File: src/rtl/spi_log_pkg.sv
// Shared definitions for spi_sample_logger: thermocouple frame fields,
// FIFO entry layout and acquisition FSM states.
package spi_log_pkg;

  localparam int FRAME_W   = 16;
  localparam int TEMP_MSB  = 14;
  localparam int TEMP_LSB  = 3;
  localparam int FAULT_BIT = 2;
  localparam int TEMP_W    = TEMP_MSB - TEMP_LSB + 1;
  localparam int SEQ_W     = 3;

  typedef struct packed {
    logic             fault;
    logic [SEQ_W-1:0] seq;
    logic [TEMP_W-1:0] temp;
  } entry_t;

  typedef enum logic [2:0] {
    S_IDLE,
    S_WAIT_TICK,
    S_START,
    S_WAIT_BUSY,
    S_WAIT_DONE,
    S_CAPTURE
  } state_t;

  function automatic entry_t make_entry(input logic [FRAME_W-1:0] frame,
                                        input logic [SEQ_W-1:0] seq);
    entry_t e;
    e.fault = frame[FAULT_BIT];
    e.seq   = seq;
    e.temp  = frame[TEMP_MSB:TEMP_LSB];
    return e;
  endfunction

endpackage

File: src/rtl/spi_sample_logger_sync_fifo.sv
// Synchronous first-word-fall-through FIFO with occupancy count.
// Head reads as zero while empty; a pop on a full FIFO frees room for a same-cycle push.
module sync_fifo #(
  parameter int WIDTH = 16,
  parameter int DEPTH = 16
) (
  input  logic                     i_clk,
  input  logic                     i_rst_n,
  input  logic                     i_wr_en,
  input  logic [WIDTH-1:0]         i_wr_data,
  input  logic                     i_rd_en,
  output logic [WIDTH-1:0]         o_rd_data,
  output logic                     o_empty,
  output logic                     o_full,
  output logic [$clog2(DEPTH):0]   o_count
);

  localparam int AW = $clog2(DEPTH);
  localparam int CW = AW + 1;

  logic [WIDTH-1:0] r_mem [DEPTH];
  logic [AW-1:0]    r_wr_ptr;
  logic [AW-1:0]    r_rd_ptr;
  logic [CW-1:0]    r_count;
  logic             w_pop;
  logic             w_push;

  assign w_pop  = i_rd_en && (r_count != '0);
  assign w_push = i_wr_en && ((r_count != CW'(DEPTH)) || w_pop);

  always_ff @(posedge i_clk) begin
    if (w_push) r_mem[r_wr_ptr] <= i_wr_data;
  end

  always_ff @(posedge i_clk or negedge i_rst_n) begin
    if (!i_rst_n) begin
      r_wr_ptr <= '0;
      r_rd_ptr <= '0;
      r_count  <= '0;
    end else begin
      if (w_push) r_wr_ptr <= r_wr_ptr + AW'(1);
      if (w_pop)  r_rd_ptr <= r_rd_ptr + AW'(1);
      case ({w_push, w_pop})
        2'b10:   r_count <= r_count + CW'(1);
        2'b01:   r_count <= r_count - CW'(1);
        default: r_count <= r_count;
      endcase
    end
  end

  assign o_empty   = (r_count == '0);
  assign o_full    = (r_count == CW'(DEPTH));
  assign o_count   = r_count;
  assign o_rd_data = o_empty ? '0 : r_mem[r_rd_ptr];

endmodule

File: src/rtl/spi_sample_logger.sv
// Periodic thermocouple acquisition: starts spi_master, decodes frames, queues tagged samples.
// Optional SPI_LOG_DROP_FAULT_EN discards open-circuit frames instead of queueing them.
module spi_sample_logger
  import spi_log_pkg::*;
#(
  parameter int SAMPLE_PERIOD = 25_000_000,
  parameter int FIFO_DEPTH    = 16,
  parameter int START_TIMEOUT = 8
) (
  input  logic                          i_clk,
  input  logic                          i_rst_n,
  input  logic                          i_enable,
  output logic                          o_spi_start,
  input  logic                          i_spi_busy,
  input  logic [15:0]                   i_spi_dout,
  input  logic                          i_rd_en,
  output logic [15:0]                   o_rd_data,
  output logic                          o_empty,
  output logic                          o_full,
  output logic [$clog2(FIFO_DEPTH):0]   o_count,
  output logic                          o_overflow,
  output logic                          o_timeout_err,
  input  logic                          i_clear_err
);

  localparam int TW = (SAMPLE_PERIOD > 1) ? $clog2(SAMPLE_PERIOD) : 1;
  localparam int OW = $clog2(START_TIMEOUT + 1);

  state_t            r_state;
  state_t            w_next;
  logic [TW-1:0]     r_timer;
  logic              r_tick;
  logic              r_pending;
  logic [OW-1:0]     r_to_cnt;
  logic [15:0]       r_frame;
  logic [SEQ_W-1:0]  r_seq;
  logic              r_overflow;
  logic              r_timeout_err;
  logic              w_take_tick;
  logic              w_timeout;
  logic              w_push;
  logic              w_full;
  entry_t            w_entry;

  // Tick is registered so that start-to-start spacing is exactly SAMPLE_PERIOD.
  always_ff @(posedge i_clk or negedge i_rst_n) begin
    if (!i_rst_n) begin
      r_timer <= '0;
      r_tick  <= 1'b0;
    end else if (!i_enable) begin
      r_timer <= '0;
      r_tick  <= 1'b0;
    end else begin
      r_tick  <= (r_timer == TW'(SAMPLE_PERIOD - 1));
      r_timer <= (r_timer == TW'(SAMPLE_PERIOD - 1)) ? '0 : r_timer + TW'(1);
    end
  end

  always_ff @(posedge i_clk or negedge i_rst_n) begin
    if (!i_rst_n)
      r_pending <= 1'b0;
    else if (!i_enable || w_take_tick)
      r_pending <= 1'b0;
    else if (r_tick && (r_state != S_WAIT_TICK) && (r_state != S_IDLE))
      r_pending <= 1'b1;
  end

  always_ff @(posedge i_clk or negedge i_rst_n) begin
    if (!i_rst_n) r_state <= S_IDLE;
    else          r_state <= w_next;
  end

  // The START cycle counts as the first cycle waited for busy.
  always_comb begin
    w_next      = r_state;
    w_take_tick = 1'b0;
    w_timeout   = 1'b0;
    case (r_state)
      S_IDLE:      if (i_enable) w_next = S_START;
      S_WAIT_TICK: begin
        if (!i_enable) begin
          w_next = S_IDLE;
        end else if (r_tick || r_pending) begin
          w_next      = S_START;
          w_take_tick = 1'b1;
        end
      end
      S_START:     w_next = S_WAIT_BUSY;
      S_WAIT_BUSY: begin
        if (i_spi_busy) begin
          w_next = S_WAIT_DONE;
        end else if (r_to_cnt == OW'(START_TIMEOUT - 2)) begin
          w_next    = S_WAIT_TICK;
          w_timeout = 1'b1;
        end
      end
      S_WAIT_DONE: if (!i_spi_busy) w_next = S_CAPTURE;
      S_CAPTURE:   w_next = S_WAIT_TICK;
      default:     w_next = S_IDLE;
    endcase
  end

  always_ff @(posedge i_clk or negedge i_rst_n) begin
    if (!i_rst_n) begin
      r_to_cnt <= '0;
      r_frame  <= '0;
      r_seq    <= '0;
    end else begin
      r_to_cnt <= (r_state == S_WAIT_BUSY) ? r_to_cnt + OW'(1) : '0;
      if ((r_state == S_WAIT_DONE) && !i_spi_busy) r_frame <= i_spi_dout;
      if (w_push) r_seq <= r_seq + SEQ_W'(1);
    end
  end

  assign w_entry = make_entry(r_frame, r_seq);

`ifdef SPI_LOG_DROP_FAULT_EN
  assign w_push = (r_state == S_CAPTURE) && !w_entry.fault;
`else
  assign w_push = (r_state == S_CAPTURE);
`endif

  // A new error outranks a coincident clear.
  always_ff @(posedge i_clk or negedge i_rst_n) begin
    if (!i_rst_n) begin
      r_overflow    <= 1'b0;
      r_timeout_err <= 1'b0;
    end else begin
      if (w_push && w_full && !i_rd_en) r_overflow <= 1'b1;
      else if (i_clear_err)             r_overflow <= 1'b0;
      if (w_timeout)                    r_timeout_err <= 1'b1;
      else if (i_clear_err)             r_timeout_err <= 1'b0;
    end
  end

  sync_fifo #(
    .WIDTH (16),
    .DEPTH (FIFO_DEPTH)
  ) u_fifo (
    .i_clk     (i_clk),
    .i_rst_n   (i_rst_n),
    .i_wr_en   (w_push),
    .i_wr_data (w_entry),
    .i_rd_en   (i_rd_en),
    .o_rd_data (o_rd_data),
    .o_empty   (o_empty),
    .o_full    (w_full),
    .o_count   (o_count)
  );

  assign o_full        = w_full;
  assign o_spi_start   = (r_state == S_START);
  assign o_overflow    = r_overflow;
  assign o_timeout_err = r_timeout_err;

endmodule

File: config.mk
export PLATFORM = sky130hd
export DESIGN_NAME = spi_sample_logger
export DESIGN_NICKNAME = d
export VERILOG_FILES = /design/src/rtl/spi_log_pkg.sv /design/src/rtl/spi_sample_logger_sync_fifo.sv /design/src/rtl/spi_sample_logger.sv
export SDC_FILE = /design/constraint.sdc
export NUM_CORES = 1
export LEC_CHECK = 0
export BUFFER_PORTS_ARGS = -buffer_cell sky130_fd_sc_hd__buf_2
export CORE_ASPECT_RATIO = 1.2
export CORE_UTILIZATION = 38
export DETAILED_ROUTE_END_ITERATION = 10
export PLACE_DENSITY_LB_ADDON = 0.25
export SYNTH_ARGS = -nofsm -noshare
export SYNTH_HDL_FRONTEND = slang
export SYNTH_SLANG_ARGS = --single-unit
File: constraint.sdc
create_clock -name i_clk -period 4.1 [get_ports i_clk]
set_clock_uncertainty 0.05 [all_clocks]
set_input_delay 0 -clock i_clk [delete_from_list [all_inputs] [get_ports i_clk]]
set_output_delay 0 -clock i_clk [all_outputs]
set_load 0.05 [all_outputs]
# After elaboration in Yosys (flattened, before gate mapping)
# Memories as Yosys holds them, arrays and structs flattened.
# Index checks and enable logic that the tools add are counted.
classes:
  addsub: 7
  n_eq_ne: 16
  muxes: 26
  reduce_logical: 22
op_table:
  columns: ["op", "n"]
  rows:
  - ["two-way mux 25 bit", 2]
  - ["adder 25 x 1 -> 25 bit (second input constant)", 1]
  - ["equality test 25 bit (second input constant)", 1]
  - ["two-way mux 3 bit", 6]
  - ["one-hot mux 3 bit (6 select lines)", 1]
  - ["two-way mux 16 bit", 1]
  - ["two-way mux 1 bit", 14]
  - ["adder 4 x 1 -> 4 bit (second input constant)", 3]
  - ["one-hot mux 5 bit (2 select lines)", 1]
  - ["nonzero test 2 bit", 4]
  - ["logical AND 1 bit", 7]
  - ["equality test 3 x 2 -> 1 bit (second input constant)", 2]
  - ["equality test 3 bit (second input constant)", 2]
  - ["!= test 3 bit (second input constant)", 2]
  - ["adder 5 x 1 -> 5 bit (second input constant)", 1]
  - ["equality test 5 bit (second input constant)", 1]
  - ["zero test 5 bit", 1]
  - ["!= test 5 bit (second input constant)", 1]
  - ["nonzero test 5 bit", 1]
  - ["subtractor 5 x 1 -> 5 bit (second input constant)", 1]
  - ["equality test 4 x 3 -> 1 bit (second input constant)", 1]
  - ["two-way mux 4 bit", 1]
  - ["!= test 2 bit (second input constant)", 2]
  - ["AND reduction 4 bit", 1]
  - ["9 further kinds", 13]
totals:
  reg_bits: 67
  ramBits: 256
  inputBits: 22
  output_inout_bits: 26
  wordCells: 84
  n_memories: 1
memory_table:
  columns: ["name", "words", "width", "rd", "rd_ports_with_merged_regs", "write_ports", "line_no", "source"]
  rows:
  - ["u_fifo.r_mem", 16, 16, 1, 0, 1, "spi_sample_logger_sync_fifo.sv:21", "logic [WIDTH-1:0] r_mem [DEPTH];"]

# Depth between registers and ports, before layout
depth:
  word_depth: 6
  mapped_depth: 12
  depth_no_buf: 10

# Hierarchy
# A second synthesis with hierarchy kept.
unflattened:
  hier_cells: 735
  area_unflattened_um2: 13177.6
modules_own_cells:
  columns: ["module", "instances", "cells_per_inst", "area_each_um2", "seq_area_each_um2"]
  rows:
  - ["sync_fifo", 1, 511, 10702.8, 8012.7]
  - ["spi_sample_logger", 1, 224, 2474.9, 1301.2]

# Worst setup path after synthesis
# Ideal clock, no wire load.
synth_path:
  path_type: "reg2reg"
  from: "register u_fifo.r_count[1], in the netlist u_fifo.o_count[1]"
  to: "register u_fifo.r_count[4], in the netlist u_fifo.o_count[4]"
  setup_time_ns: 0.143
  t_arrival_ns: 3.224
  required_time_ns: 3.907
  slack_ns: 0.683
  path_stages_with_launch: 13
  path_buffers: 2
  period_less_slack_ns: 3.417
  cell_sequence: "dfrtp_1 clkbuf_1 nor4_1 a31oi_1 inv_1 ha_1 clkbuf_1 xor2_1 ha_1 a21boi_0 o32ai_1 nor4b_1 xnor2_1"
synth_between:
  elab_chain_len: 6
  word_cells_on_any_way: 11
  cone_classes: "add/sub (2); eq/ne (3); mux (1); reduce/logical (5)"
synth_lines:
  columns: ["item", "line_no", "source"]
  rows:
  - ["from (decl)", "spi_sample_logger_sync_fifo.sv:24", "logic [CW-1:0] r_count;"]
  - ["from (signal assigned)", "spi_sample_logger_sync_fifo.sv:44", "2'b10: r_count <= r_count + CW'(1);"]
  - ["from (signal assigned)", "spi_sample_logger_sync_fifo.sv:45", "2'b01: r_count <= r_count - CW'(1);"]
  - ["from (signal assigned)", "spi_sample_logger_sync_fifo.sv:46", "default: r_count <= r_count;"]
  - ["nonzero test 5 bit", "spi_sample_logger_sync_fifo.sv:28", "assign w_pop = i_rd_en && (r_count != '0);"]
  - ["logical AND 1 bit", "spi_sample_logger_sync_fifo.sv:28", null]
  - ["logical OR 1 bit", "spi_sample_logger_sync_fifo.sv:29", "assign w_push = i_wr_en && ((r_count != CW'(DEPTH)) || w_pop);"]
  - ["logical AND 1 bit", "spi_sample_logger_sync_fifo.sv:29", null]
  - ["equality test 2 x 1 -> 1 bit or equality test 2 bit (tied branches)", "spi_sample_logger_sync_fifo.sv:43", "case ({w_push, w_pop})"]
  - ["one-hot mux 5 bit (2 select lines) or nonzero test 2 bit (tied branches)", null, null]
# Several ways; a longest one is shown, not always the timed one.
# A chain may end at the register's enable or synchronous reset.

# Final worst setup path
# Ends and elaborated chain as after synthesis.

==> impl_metrics.py <==
metrics = {
    "place": {
        "post-dp-hpwl_um": 16600,
        "gp_congestion": 0.788,
        "place_area_sq_mm": 0.0138,
        "portBuffers": 44,
        "post-place-cells": 1200,
    },
    "setup_path": {
        "setup.worst_path.start": "u_fifo.o_count[1]",
        "path_cells": "nor4_1, a31oi_1, inv_1, ha_1, xor2_1, ha_1, a21boi_0, o32ai_1, nor4b_1, xnor2_1",
        "start_kind": "flip-flop",
        "r2r_slack_ns": 0.61,
        "timing.rr.start": "u_fifo.o_count[1]",
        "crit_required_ns": 4.53,
        "reg2reg_depth": 10,
        "path_class": "flip-flop to flip-flop",
        "cpPeakStageDelay_ns": 0.57,
        "worst_setup_path_end_kind": "flip-flop",
        "critPathTopFamily": "simple AND/OR/NAND/NOR gates",
        "slowest_stage": "nor4_1",
        "cp_common_cell": "ha_1",
        "cp_max_fo": 13,
        "path_depth": 10,
        "critPathBufInv": 1,
        "cp.arrival_ns": 3.92,
        "reg2reg_to": "u_fifo.o_count[4]",
    },
    "clocking": {
        "clkSlewWorstSetupHoldPaths_ns": 0.06,
        "cts_buffer_depth": 3,
        "cts_tree": "yes",
        "htreeDepth": 1,
        "cts_buffers": 30,
        "cts-resized-gates": 0,
        "cts-root-buf": "clkbuf_16",
        "hold_buffers": 23,
        "cts.sinks": 321,
        "cts_setup_buffers": 0,
        "worstSkewPairLatency_ns": 0.55,
    },
    "pwr": {
        "power_switching_mw": 3.53,
        "seq_power_share": 0.457,
        "p_clk_frac": 0.276,
        "total_power_mw": 10.6,
        "pwr-share-comb": 0.267,
        "switching_share": 0.333,
        "power.density_mw_per_mm2": 700,
        "max-vdd-ir-drop_mv": 0.487,
        "p_int_mw": 7.06,
        "p_leak_nw": 5.27,
    },
    "routing": {
        "antenna_left": 0,
        "num_vias": 6760,
        "firstDrtPassIters": 5,
        "routed_wl_um": 27300,
        "avgViaCountPerCell": 5.29,
        "drtIter0Drc": 540,
        "drcViolationCount": 0,
        "wl_per_cell_um": 21.4,
    },
    "sta": {
        "slew_headroom": 0.144,
        "setup_tns_ns": 0,
        "grt_setup_unrepaired": "no",
        "setup-violations-final": 0,
        "fin_crit_ns": 3.49,
        "fmax_mhz": 287,
        "fin_crit_sh": 0.851,
        "hold_viol_final": 0,
        "drv_slew": 0,
        "worstMarginPinSlew_ns": 1.28,
    },
    "final_layout": {
        "final_core_util": 0.454,
        "n_fill_cell": 2832,
        "area_growth_pct": 17.1,
        "nets": 840,
        "instances_no_fill": 1279,
        "stdcell_area_sq_mm": 0.0151,
        "n_antenna_cell": 0,
        "drive_above_1_share": 0.261,
    },
    "floorplan": {
        "die_x_um": 170,
        "core-area_sq_mm": 0.0333,
        "num_rows": 73,
        "die_y_um": 204,
        "dieArea_sq_mm": 0.0348,
        "initial_core_util": 0.388,
        "ios": 48,
    },
    "synth": {
        "synthArstFlopShare": 0.202,
        "syn-instance-count": 711,
        "synth.area.mux_share": 0.150,
        "synth-edff-count": 256,
        "netlist-cell-type-count": 45,
        "synth_top_family_by_area": "multiplexers",
        "syn_area_sq_mm": 0.0129,
        "seq_area_frac_synth": 0.720,
        "yosys_warnings": 0,
        "synth_compound_area_frac": 0.0306,
        "synth-simple-area-share": 0.0497,
        "yosys.area_share.adder": 0.0126,
        "synthXorXnorAreaFrac": 0.0190,
        "synthFlopType": "edfxtp_1",
        "ys_ff_latch": 321,
        "syn_avg_cell_area_sq_um": 18.2,
        "syn_nets": 746,
    },
    "hold_path": {
        "whs_path_depth": 3,
        "whs_endpoint": "r_frame[12]",
        "hold_path_class": "input pin to flip-flop",
        "min_from": "i_spi_dout[12]",
    },
    "global_routing": {
        "grt_overflow": 0,
        "grt_antenna_before_repair": 0,
        "grt_pass1_wl_um": 42300,
        "grt_start_max_net_pins": 41,
        "grt_usage": 0.164,
        "grt_pass1_vias": 7201,
    },
    "flow_run": {
        "maxCapViolations": 0,
    },
    "run_status": {
        "status": "finished clean",
    },
}
## sequential cells by signal, indices dropped and copies added (netlist names), 3 cells and up
register	flops
r_timer	25
u_fifo.o_count	5
r_to_cnt	4
u_fifo.r_wr_ptr	4
u_fifo.r_mem	256
u_fifo.r_rd_ptr	4
r_seq	3
r_state	3
r_frame	13
## per-stage QoR
step | worst slack [ns] | hold slack, ns
floorplan | 0.683 | -0.346
global placement | 0.713 | -0.0372
detailed placement | 0.598 | -0.0100
CTS | 0.599 | 0.151
global route | 0.234 | 0.169
finish | 0.610 | 0.166
## metal layers
metal | part of all wire | global-route usage | vias up | wire length [um]
li1 | - | - | 3005 | -
met1 | 0.42 | 0.210 | 3569 | 11400
met2 | 0.52 | 0.293 | 161 | 14300
met3 | 0.046 | 0.0213 | 25 | 1270
met4 | 0.013 | 0.0389 | 0 | 357
met5 | 0 | 0 | - | 0
## worst min-delay path, delay by kind of cell
family,cells,cell delay [ns]
buffers and inverters,2,0.61
muxes,1,0.12
## power groups by stage
stage	combinational (mW)	sequential [mW]	clock (mW)
finish	2.83	4.84	2.92
global route	3.02	4.93	3.09
CTS	2.87	4.85	2.98
detailed placement	2.84	4.92	0
global placement	2.79	4.84	0
floorplan	2.33	4.51	0
## cell usage in the layout, fill, tap and decap left out, drive strengths merged, types with 6 or more instances in the layout
master	n
a21oi	15
buf	75
clkbuf	42
clkinv	8
dfrtp	65
dlygate4sd3	22
edfxtp	256
ha	13
inv	20
mux2	16
mux2i	32
mux4	64
nand2	18
nand2b	7
nand3	10
nand4	6
nor2	36
nor3	10
o21ai	9
o22ai	18
o31ai	6
or4	10
xnor2	20
xor2	8
## cell families after synthesis
kind of cell | count (synthesis)
compound gates | 60
xor+xnor | 28
fa+ha+maj | 13
buf+inv | 55
flops | 321
mux | 112
simple gates | 122
## synthesized netlist by cell type (10+ instances only)
cell	instances	area [sq um]
inv_1	20	75.1
xnor2_1	20	175
ha_1	13	163
a21oi_1	15	75.1
mux2_2	16	180
edfxtp_1	256	7690
mux4_2	64	1440
clkbuf_1	20	75.1
nand3_1	10	50.1
nor3_1	10	50.1
dfrtp_1	65	1630
nor2_1	36	135
o22ai_1	18	113
mux2i_1	32	320
nand2_1	18	67.6
## layout make-up
type | instances | area [sq um] | share of cell area
clock buffer | 42 | 847 | 0.0560
multi-input combinational | 335 | 3410 | 0.225
sequential | 321 | 9320 | 0.616
inverter | 20 | 75.1 | 0.00496
clock inverter | 14 | 209 | 0.0138
tap | 450 | 563 | 0.0372
timing repair buffer | 97 | 711 | 0.0469
## worst max path at each step
| stage | to | slack (ns) |
|---|---|---|
| 5_1_grt | u_fifo.o_count[4] | 0.23 |
| 3_3_place_gp | u_fifo.o_count[4] | 0.71 |
| 2_1_floorplan | u_fifo.o_count[4] | 0.68 |
| 4_1_cts | u_fifo.o_count[4] | 0.60 |
| 6_report | u_fifo.o_count[4] | 0.61 |
| 3_5_place_dp | u_fifo.o_count[4] | 0.60 |
(Power assumes the default switching activity.)
